$ cat src/rtl/cmp_lut_pipe.sv
// Compares streamed A against constant B_CONST with per-chunk LUT compares merged in a registered tree.
// Latency clog2(NCHUNK)+2; every stage freezes while OUT_VALID waits on OUT_READY.
module cmp_lut_pipe #(
  parameter int               WIDTH     = 16,
  parameter int               LUT_WIDTH = 4,
  parameter int               SIGNED    = 0,
  parameter logic [WIDTH-1:0] B_CONST   = '0
) (
  input  logic             CLK,
  input  logic             SRST_N,
  input  logic [WIDTH-1:0] A,
  input  logic [2:0]       OP,
  input  logic             IN_VALID,
  output logic             IN_READY,
  output logic             Y,
  output logic             ERR,
  output logic             OUT_VALID,
  input  logic             OUT_READY
);

  localparam int NCHUNK = (WIDTH + LUT_WIDTH - 1) / LUT_WIDTH;
  localparam int LEVELS = (NCHUNK > 1) ? $clog2(NCHUNK) : 0;
  localparam int EXT    = NCHUNK * LUT_WIDTH;

  localparam logic [2:0] OP_LT = 3'd0;
  localparam logic [2:0] OP_LE = 3'd1;
  localparam logic [2:0] OP_GT = 3'd2;
  localparam logic [2:0] OP_GE = 3'd3;
  localparam logic [2:0] OP_EQ = 3'd4;
  localparam logic [2:0] OP_NE = 3'd5;

  // Flipping the extended sign bit maps two's-complement order onto unsigned order.
  function automatic logic [EXT-1:0] extend(input logic [WIDTH-1:0] v);
    logic [EXT-1:0] r;
    r = '0;
    r[WIDTH-1:0] = v;
    if (SIGNED != 0) begin
      for (int k = WIDTH; k < EXT; k++) r[k] = v[WIDTH-1];
      r[EXT-1] = ~r[EXT-1];
    end
    return r;
  endfunction

  function automatic int nodes_at(input int lvl);
    int n;
    n = NCHUNK;
    for (int k = 0; k < lvl; k++) n = (n + 1) / 2;
    return n;
  endfunction

  localparam logic [EXT-1:0] B_EXT = extend(B_CONST);

  logic [EXT-1:0]    a_ext;
  logic [NCHUNK-1:0] lt_d [LEVELS+1];
  logic [NCHUNK-1:0] eq_d [LEVELS+1];
  logic [NCHUNK-1:0] lt_q [LEVELS+1];
  logic [NCHUNK-1:0] eq_q [LEVELS+1];
  logic [2:0]        op_q [LEVELS+1];
  logic [LEVELS:0]   vld_q;
  logic              out_vld_q;
  logic              y_q;
  logic              err_q;
  logic              stall;
  logic              root_lt;
  logic              root_eq;
  logic              y_dec;
  logic              err_dec;

  assign a_ext    = extend(A);
  assign stall    = out_vld_q & ~OUT_READY;
  assign IN_READY = ~stall;

  // Level 0 is the per-chunk compare; level l merges (hi, lo) pairs of level l-1.
  always_comb begin
    for (int l = 0; l <= LEVELS; l++) begin
      lt_d[l] = '0;
      eq_d[l] = '0;
    end
    for (int i = 0; i < NCHUNK; i++) begin
      lt_d[0][i] = a_ext[i*LUT_WIDTH +: LUT_WIDTH] <  B_EXT[i*LUT_WIDTH +: LUT_WIDTH];
      eq_d[0][i] = a_ext[i*LUT_WIDTH +: LUT_WIDTH] == B_EXT[i*LUT_WIDTH +: LUT_WIDTH];
    end
    for (int l = 1; l <= LEVELS; l++) begin
      for (int j = 0; j < NCHUNK; j++) begin
        if (j < nodes_at(l)) begin
          if (2*j + 1 < nodes_at(l - 1)) begin
            lt_d[l][j] = lt_q[l-1][2*j+1] | (eq_q[l-1][2*j+1] & lt_q[l-1][2*j]);
            eq_d[l][j] = eq_q[l-1][2*j+1] & eq_q[l-1][2*j];
          end else begin
            lt_d[l][j] = lt_q[l-1][2*j];
            eq_d[l][j] = eq_q[l-1][2*j];
          end
        end
      end
    end
  end

  always_comb begin
    root_lt = lt_q[LEVELS][0];
    root_eq = eq_q[LEVELS][0];
    y_dec   = 1'b0;
    err_dec = 1'b0;
    case (op_q[LEVELS])
      OP_LT:   y_dec = root_lt;
      OP_LE:   y_dec = root_lt | root_eq;
      OP_GT:   y_dec = ~root_lt & ~root_eq;
      OP_GE:   y_dec = ~root_lt;
      OP_EQ:   y_dec = root_eq;
      OP_NE:   y_dec = ~root_eq;
      default: err_dec = 1'b1;
    endcase
  end

  always_ff @(posedge CLK) begin
    if (!SRST_N) begin
      vld_q     <= '0;
      out_vld_q <= 1'b0;
      y_q       <= 1'b0;
      err_q     <= 1'b0;
      for (int l = 0; l <= LEVELS; l++) begin
        lt_q[l] <= '0;
        eq_q[l] <= '0;
        op_q[l] <= '0;
      end
    end else if (!stall) begin
      vld_q[0] <= IN_VALID;
      op_q[0]  <= OP;
      for (int l = 0; l <= LEVELS; l++) begin
        lt_q[l] <= lt_d[l];
        eq_q[l] <= eq_d[l];
      end
      for (int l = 1; l <= LEVELS; l++) begin
        vld_q[l] <= vld_q[l-1];
        op_q[l]  <= op_q[l-1];
      end
      // Bubbles load zeros so Y/ERR read 0 whenever nothing is presented.
      out_vld_q <= vld_q[LEVELS];
      y_q       <= vld_q[LEVELS] & y_dec;
      err_q     <= vld_q[LEVELS] & err_dec;
    end
  end

  assign Y         = y_q;
  assign ERR       = err_q;
  assign OUT_VALID = out_vld_q;

endmodule
$ cat config.mk
export PLATFORM = sky130hd
export DESIGN_NAME = cmp_lut_pipe
export DESIGN_NICKNAME = d
export VERILOG_FILES = /design/src/rtl/cmp_lut_pipe.sv
export SDC_FILE = /design/constraint.sdc
export NUM_CORES = 1
export LEC_CHECK = 0
export BUFFER_PORTS_ARGS = -buffer_cell sky130_fd_sc_hd__buf_2
export CAP_MARGIN = 20
export CORE_UTILIZATION = 56
export CTS_BUF_LIST = sky130_fd_sc_hd__clkbuf_4
export DETAILED_ROUTE_END_ITERATION = 10
export MAX_ROUTING_LAYER = met4
export PLACE_DENSITY = 0.86
export SKIP_CTS_REPAIR_TIMING = 1
export SYNTH_ARGS = -nofsm -noshare
export SYNTH_HDL_FRONTEND = slang
export SYNTH_SLANG_ARGS = --single-unit
$ cat constraint.sdc
create_clock -name CLK -period 2.51 [get_ports CLK]
set_clock_uncertainty 0.15 [all_clocks]
set_input_delay 0.502 -clock CLK [delete_from_list [all_inputs] [get_ports CLK]]
set_output_delay 0.502 -clock CLK [all_outputs]
set_load 0.02 [all_outputs]
==> results of run 1 <==
flip-flops by register name, summed over array words and instances, names as in the netlist:
signal / cells
ERR: 1
OUT_VALID: 1
op_q: 9
Y: 1
vld_q: 3
eq_q: 7
how the worst max path moves through the flow:
stage,endpoint,slack [ns],cells after the start
global placement,eq_q[0][3],0.65,3
floorplan,IN_READY,0.94,4
CTS,IN_READY,0.59,3
finish,IN_READY,0.60,3
global route,IN_READY,0.54,3
detailed placement,eq_q[0][3],0.62,3
layout make-up:
cell class | count | share of cell area [%]
Clock inverter | 1 | 0.3525
Timing Repair Buffer | 26 | 12.22
Sequential cell | 22 | 56.40
Clock buffer | 3 | 2.115
Tap cell | 16 | 1.880
Multi-Input combinational cell | 44 | 25.50
Inverter | 1 | 1.528
layer usage:
metal  global-route usage [%]  vias to the layer above  wire, um
met2                    29.85                       29       663
met4                    7.500                        0         6
met3                    3.879                        2        84
li1                         -                      314         -
met1                    17.97                      269       557
met5                        -                        -         0
layout by cell type (no fill, tap or decap), drive strengths merged:
master and n:
dfxtp 6, a21boi 4, or4 4, o31ai 1, nor2 4, o21ai 1, nor2b 2, o311ai 1
clkbuf 3, buf 26, and3 12, o21a 1, nand4 1, nand3 1, a21oi 1, clkinv 2
and2 1, nand2 9, xnor2 1, edfxtp 16
critical path, stage by stage, from the launching register on:
cell	delay, ns
dfxtp_1	0.34
nor2b_4	0.30
clkinv_8	0.13
buf_2	0.18
power by group:
part	internal, uW	total [uW]	switching (uW)	leakage (uW)
combinational	21.8	38.2	16.3	0.000232
sequential	399	403	4.43	0.000241
clock	58.0	159	101	0.0000154
total	479	600	121	0.000489
cells by family after synthesis:
logic type,Yosys count
buf+inv,4
simple gates,34
xor+xnor,1
compound gates,9
flops,22
metrics by stage:
stage               total power [uW]  cell area (sq um)
finish                         600.2               1065
floorplan                      429.6              914.6
detailed placement             450.3               1039
global placement               447.6               1039
CTS                            603.4               1065
global route                   622.0               1065
==> out/metrics.cfg, run 1 <==
[route]
num_vias = 614
drt_pass1_iterations = 4
drtIter0Drc = 15
drt_drc_violations_left = 0
vias_per_cell = 5.434
wl_mm = 1.312
wl_per_cell_um = 11.61
detail-route-antenna-nets = 0

[floorplan]
io-pin-count = 27
core_sq_um = 1524
rows = 14
initial_core_util_pct = 60.02
dieArea_sq_um = 1799
fp.dieH_um = 42.42
die_x_um = 42.42

[synth]
synth.area.mux_share_pct = 0
yosysUniqueCellTypes = 21
syn_inst = 70
synth.most_common_cell = edfxtp_1
synth_top_family_by_area = simple AND/OR/NAND/NOR gates
synth_fp_nets = 93
syn_area_sq_um = 914.6
ys_seq_area_share_pct = 65.66
synth_ff_type = edfxtp_1
yosysTopAreaCellShare_pct = 52.53
synthSimpleGateAreaFrac_pct = 21.20
synth-xor-area-share_pct = 0.9576
async_flop_share_pct = 0
synthAdderAreaFrac_pct = 0
synth-compound-area-share_pct = 7.524
synthTopCellsByArea = edfxtp_1, dfxtp_1, and3_1
ys_seq_elements = 22
syn_area_per_cell_sq_um = 13.07
yosysWarnings = 0
yosys.area.top_type = edfxtp_1
synth_edf_count = 16
ys_top_cells_by_count = edfxtp_1, and3_1, nand2_1

[worst_setup_path]
r2r_cells = 2
regToRegSetupSlack_ns = 0.90
r2r-end = op_q[0][2]
crit_fanout = 17
r2r_start = OUT_VALID
critical_path_arrival_ns = 1.25
crit_type = reg2out
crit_start = OUT_VALID
endpoint_kind = output port
worstSetupStartpointType = flop
required_ns = 1.86

[clock_tree]
cts_sinks = 22
cts_buffers = 3
clk_pin_slew_worst_paths_ns = 0.11
cts-root-buf = clkbuf_4
htree_levels = 1
clock_latency_ns = 0.30
cts_tree = done
cts_buffer_depth = 2

[timing]
tns_ns = 0
maxSlewHeadroom_pct = 58.76
hold_viol = 0
hold_slack_ns = 0.2785
fin_crit_sh_pct = 75.96
setup_violations = 0
max_freq_mhz = 524.5
fin_crit_ns = 1.907
slew_viol_final = 0
rsz0062_at_grt = no
layout_setup_ws_ns = 0.6034
worst_slew_pin_slew_ns = 0.6172

[power]
p_leak_uw = 0.0004888
p_per_area_nw_per_um2 = 563.7
peakVddDrop_uv = 433.1

[global_routing]
grt_pass1_wl_mm = 2.221
gr-total-overflow = 0
grt_use_total_pct = 16.95
antenna_found_initial = 0
first_global_vias = 599
grt_max_degree = 20

[placed_design]
dp_hpwl_um = 954.8
place_ws_ns = 0.6188
io_buffers = 26
gp_congestion = 0.6858
dp.cells = 109

[cells_and_area]
fin_util_pct = 69.87
syn2layout_area_growth_pct = 16.42
final-seq-area_sq_um = 600.6
n_antenna_cell = 0
multiInputGateArea_sq_um = 271.5
fin_cells = 113
fillers = 113
nNetsFinal = 121
drive_gt1_share_pct = 34.02

[hold_path]
hold_depth = 3
hp-class = in2reg
hold_path_end = vld_q[0]
hp-start = IN_VALID

[flow_run]
drv_cap = 0

[status]
status = completed

No activity file was read; power rests on OpenSTA's default activity.
==> inputs of run 2 (changes only) <==
--- a/config.mk
+++ b/config.mk
@@ -5,13 +5,14 @@
 export SDC_FILE = /design/constraint.sdc
 export NUM_CORES = 1
 export LEC_CHECK = 0
+export ABC_AREA = 1
 export BUFFER_PORTS_ARGS = -buffer_cell sky130_fd_sc_hd__buf_2
 export CAP_MARGIN = 20
-export CORE_UTILIZATION = 56
+export CORE_UTILIZATION = 52
 export CTS_BUF_LIST = sky130_fd_sc_hd__clkbuf_4
 export DETAILED_ROUTE_END_ITERATION = 10
 export MAX_ROUTING_LAYER = met4
-export PLACE_DENSITY = 0.86
+export PLACE_DENSITY = 0.8
 export SKIP_CTS_REPAIR_TIMING = 1
 export SYNTH_ARGS = -nofsm -noshare
 export SYNTH_HDL_FRONTEND = slang
==> constraint.sdc (replaced) <==
create_clock -name CLK -period 1.8 [get_ports CLK]
set_clock_uncertainty 0.15 [all_clocks]
set_input_delay 0.36 -clock CLK [delete_from_list [all_inputs] [get_ports CLK]]
set_output_delay 0.36 -clock CLK [all_outputs]
set_load 0.02 [all_outputs]
==> run 2 against run 1 <==
The flow now finishes with violations (DRC); critical path type unchanged; final area up 3.4%; sequential share of layout area fell by 1.9 points; flip-flop and latch count unchanged.
==> out/metrics.cfg, run 2 <==
[clock_tree]
htree_levels = 1
clock_latency_ns = 0.31
cts_buffers = 3
cts_tree = done
cts-root-buf = clkbuf_4
cts_sinks = 22
clk_pin_slew_worst_paths_ns = 0.11
cts_buffer_depth = 2

[power]
p_int_uw = 811.4
clock_power_share_pct = 37.8
seq_power_share_pct = 56.3
power.switching_uw = 188.8
swShare_pct = 18.87
peakVddDrop_uv = 579.0
p_comb_share_pct = 6.0
p_per_area_nw_per_um2 = 908.4
p_leak_uw = 0.0005320

[floorplan]
fp.dieH_um = 43.71
io-pin-count = 27
die_x_um = 43.71
dieArea_sq_um = 1911
rows = 14
core_sq_um = 1559
initial_core_util_pct = 58.03

[synth]
async_flop_share_pct = 0
ys_top_cells_by_count = nor2_1, inv_1, nand2_1
synth_ff_type = edfxtp_1
yosys.area.top_type = edfxtp_1
syn_area_per_cell_sq_um = 9.624
yosysWarnings = 0
yosysUniqueCellTypes = 12
synth.most_common_cell = nor2_1
synthTopCellsByArea = edfxtp_1, dfxtp_1, nor2_1
syn_area_sq_um = 904.6
synth_edf_count = 16
synth_fp_nets = 117
ys_seq_area_share_pct = 66.39
ys_seq_elements = 22
syn_inst = 94
yosysTopAreaCellShare_pct = 53.11

[route]
detail-route-antenna-nets = 0
drt_drc_violations_left = 2
wl_per_cell_um = 9.779
wl_mm = 1.369
num_vias = 670
vias_per_cell = 4.786
drtIter0Drc = 10
drt_pass1_iterations = 7

[worst_setup_path]
crit_fanout = 4
endpoint_kind = output port
cp_cell_sequence = nand2_2 -> buf_2
crit_family = flip-flops
critPathSlowestCell = dfxtp_1
cp_num_cells = 2
regToRegSetupSlack_ns = 0.55
crit_type = reg2out
worstSetupStartpointType = flop
path_buf_inv = 1
required_ns = 1.29
cpPeakStageDelay_ns = 0.40
r2r_cells = 3
critical_path_arrival_ns = 0.97

[global_routing]
grt_use_total_pct = 17.61
grt_max_degree = 22
gr-total-overflow = 0
first_global_vias = 654
grt_pass1_wl_mm = 2.373
antenna_found_initial = 0

[placed_design]
dp.cells = 136
io_buffers = 26
gp_congestion = 0.7118
dp_hpwl_mm = 1.000

[status]
status = finished with violations
violations = DRC

[cells_and_area]
mostFrequentLayoutCells = buf_2, nor2_1, inv_1, nand2_1, edfxtp_1
largest_reg_flops = 9
fin_cells = 140
drive_gt1_share_pct = 26.61
final_common_cell = buf_2
n_antenna_cell = 0
regMostFlops = op_q
nNetsFinal = 148
syn2layout_area_growth_pct = 21.72
top_regs = op_q x9, eq_q x7, vld_q x3

[timing]
fin_crit_sh_pct = 81.95
setup_violations = 0
max_freq_mhz = 677.9
slew_viol_final = 0
maxSlewHeadroom_pct = 78.51
worst_slew_pin_slew_ns = 0.3212
rsz0062_at_grt = no
hold_viol = 0
fin_crit_ns = 1.475
tns_ns = 0

[flow_run]
drv_cap = 0

[hold_path]
hold_depth = 3
hp-class = in2reg

-- run 2: changes by cell type in the layout (fill, tap and decap cells not counted), sizes merged, moves of 3 or more --
cell	delta
or4	-4
nand2	+10
and3	-12
a21boi	-4
nor2	+21
inv	+18
o22ai	+3
-- run 2: worst min-delay path: stages --
cell     delay [ns]
buf_2          0.08
nand3_1        0.07
o21ai_0        0.07
-- run 2: worst paths after layout --
check                           startpoint          to
worst max register to register   OUT_VALID  eq_q[0][4]
worst min register to register    vld_q[2]   OUT_VALID
worst min-delay path              IN_VALID    vld_q[0]
worst max-delay path             OUT_VALID    IN_READY
-- run 2: final cells by class --
class	instances	area, sq um
Clock buffer	3	22.52
Clock inverter	1	30.03
Fill cell	124	457.9
Inverter	18	67.56
Multi-Input combinational cell	53	222.7
Sequential cell	22	600.6
Tap cell	16	20.02
Timing Repair Buffer	27	137.6
-- run 2: cells by family (layout without fill, tap and decap cells) --
family / after synthesis / count (layout) / synth area share [%]
buf+inv: 19 / 49 / 8.989
compound gates: 4 / 4 / 2.628
flops: 22 / 22 / 66.39
simple gates: 49 / 49 / 21.99
-- run 2: routing by layer --
metal	wire length, um	GRT usage (%)	vias to the layer above
met3	71	2.500	2
met2	717	34.03	25
met4	18	7.500	0
li1	-	-	352
met1	562	16.90	291
met5	0	-	-
-- run 2: stage by stage --
stage / setup slack, ns / cell area, sq um / utilization (%) / power [uW] / hold slack (ns)
after floorplan: 0.2006 / 904.6 / - / 605.7 / 0.2910
after global placement: 0.4364 / 1049 / 67.26 / 630.6 / 0.3060
after detailed placement: 0.3728 / 1049 / 67.26 / 634.5 / 0.3117
after CTS: 0.3245 / 1101 / 70.63 / 1004 / 0.1440
after global routing: 0.2799 / 1101 / 70.63 / 1032 / 0.1704
final: 0.3249 / 1101 / 70.63 / 1000 / 0.1467
-- run 2: power groups by stage --
stage               combinational [uW]  clock (uW)  sequential, uW
detailed placement                60.1           0             574
finish                            59.5         378             563
global placement                  57.2           0             573
CTS                               60.2         381             563
global route                      68.6         399             565
floorplan                         31.8           0             574
==> inputs of run 3 (changes only) <==
--- a/config.mk
+++ b/config.mk
@@ -5,14 +5,14 @@
 export SDC_FILE = /design/constraint.sdc
 export NUM_CORES = 1
 export LEC_CHECK = 0
-export ABC_AREA = 1
+export ABC_AREA = 0
 export BUFFER_PORTS_ARGS = -buffer_cell sky130_fd_sc_hd__buf_2
 export CAP_MARGIN = 20
-export CORE_UTILIZATION = 52
+export CORE_UTILIZATION = 47
 export CTS_BUF_LIST = sky130_fd_sc_hd__clkbuf_4
 export DETAILED_ROUTE_END_ITERATION = 10
 export MAX_ROUTING_LAYER = met4
-export PLACE_DENSITY = 0.8
+export PLACE_DENSITY = 0.77
 export SKIP_CTS_REPAIR_TIMING = 1
 export SYNTH_ARGS = -nofsm -noshare
 export SYNTH_HDL_FRONTEND = slang
==> constraint.sdc (replaced) <==
create_clock -name CLK -period 1.2 [get_ports CLK]
set_clock_uncertainty 0.15 [all_clocks]
set_input_delay 0.24 -clock CLK [delete_from_list [all_inputs] [get_ports CLK]]
set_output_delay 0.24 -clock CLK [all_outputs]
set_load 0.02 [all_outputs]
==> run 3 against run 2 <==
The flow finishes with violations (setup timing); sequential share of layout area is 3.4 points lower; register-to-register slack worse by 0.84 ns; via count is 2.5% lower; first-iteration DRC count is 50% lower; combinational power is 59% higher; largest power group unchanged; hold slack worse by 0.14 ns; highest routed layer unchanged; final cell count is 6.4% lower; utilization is 4.0 points lower; largest cell class unchanged; sequential power is 50% higher; non-clock buffer count is 8 higher.
==> out/metrics.cfg, run 3 (synthesis results as in run 1) <==
[status]
status = finished with violations
violations = setup timing

[placed_design]
io_buffers = 26
dp_hpwl_mm = 1.117
dp.cells = 123
gp_congestion = 0.7167
dpl-instance-area_sq_um = 1109

[timing]
max_freq_mhz = 671.7
fin_crit_sh_pct = 124.1
rsz0062_at_grt = yes
worst_slew_pin_slew_ns = 0.2846
hold_viol = 0
slew_viol_final = 0
maxSlewHeadroom_pct = 80.73
fin_crit_ns = 1.489
layout_setup_ws_ns = -0.2887
setup_violations = 37

[cells_and_area]
final_common_cell = buf_2
n_antenna_cell = 0
regMostFlops = op_q
syn2layout_area_growth_pct = 29.82
largest_reg_flops = 9
top_regs = op_q x9, eq_q x7, vld_q x3
drive_gt1_share_pct = 46.23
nNetsFinal = 130
mostFrequentLayoutCells = buf_2, edfxtp_1, and3_1, buf_4, nand2_1
fin_cells = 131
design_area_sq_um = 1187

[worst_setup_path]
cpPeakStageDelay_ns = 0.36
crit_type = reg2reg
cp_cell_sequence = nor2b_4 -> clkinv_8 -> buf_4 -> and2_4 -> and3_1
critPathSlowestCell = dfxtp_4
required_ns = 1.12
worstSetupStartpointType = flop
endpoint_kind = flop
critical_path_arrival_ns = 1.40
crit_fanout = 8

[route]
drtIter0Drc = 5
num_vias = 653
wl_mm = 1.597
drt_drc_violations_left = 0
detail-route-antenna-nets = 0
drt_pass1_iterations = 4
wl_per_cell_um = 12.19
vias_per_cell = 4.985

[floorplan]
die_x_um = 46.12
dieArea_sq_um = 2127
initial_core_util_pct = 51.30
rows = 15
core_sq_um = 1783
fp.dieH_um = 46.12
io-pin-count = 27

[clock_tree]
cts_tree = done
cts_sinks = 22
cts_buffer_depth = 2
clk_pin_slew_worst_paths_ns = 0.12
cts_buffers = 3
clock_latency_ns = 0.30
cts-root-buf = clkbuf_4
htree_levels = 1

[global_routing]
grt_max_degree = 17
antenna_found_initial = 0
grt_pass1_wl_mm = 2.352
gr-total-overflow = 0
first_global_vias = 587
grt_use_total_pct = 16.64

[hold_path]
hp-class = in2reg

[flow_run]
drv_cap = 0

[power]
p_per_area_nw_per_um2 = 1097
p_leak_uw = 0.0005465
peakVddDrop_uv = 759.6

## run 3: routing by layer
layer	global-route usage [%]	vias up	part of all wire, %
met3	3.529	2	5.9
met5	-	-	0
met1	17.60	293	41
met2	29.58	28	53
li1	-	330	-
met4	7.059	0	0.31
## run 3: layout make-up
| cell class | count | area, sq um |
|---|---|---|
| clock buffers | 4 | 30.03 |
| well taps | 25 | 31.28 |
| multi-input cells | 44 | 281.5 |
| fillers | 137 | 595.6 |
| inverters | 1 | 16.27 |
| flip-flops and latches | 22 | 606.8 |
| repair buffers | 35 | 221.5 |
## run 3: power by group
part	leakage, uW	switching (uW)	internal [uW]
Clock	0.0000184	213	152
Combinational	0.000285	37.6	56.8
Sequential	0.000243	10.3	833
Total	0.000547	261	1040
## run 3: final timing paths
path / startpoint / endpoint / slack (ns) / cells past startpoint
setup reg to reg: OUT_VALID / eq_q[0][4] / -0.29 / 5
setup / recovery: OUT_VALID / eq_q[0][4] / -0.29 / 5
hold / removal: IN_VALID / vld_q[0] / 0.01 / 3
hold reg to reg: vld_q[0] / vld_q[0] / 0.31 / 2
## run 3: per-stage QoR
| stage | power [uW] | util, % | hold slack, ns | TNS [ns] | setup slack, ns |
|---|---|---|---|---|---|
| finish | 1303 | 66.60 | 0.009682 | -5.618 | -0.2887 |
| floorplan | 898.6 | - | 0.2292 | -4.460 | -0.1833 |
| CTS | 1307 | 63.86 | 0.002777 | -2.697 | -0.3790 |
| global route | 1349 | 66.60 | 0.01272 | -7.775 | -0.3541 |
| detailed placement | 951.2 | 62.18 | 0.2957 | -1.826 | -0.1750 |
| global placement | 943.7 | 62.18 | 0.2843 | -1.142 | -0.1413 |
## run 3: worst max-delay path: cells and delay by family, from the launching register on
kind                   cells  cell delay [ns]
and+or+nand+nor            3             0.50
buffers and inverters      2             0.24
DFF                        1             0.36
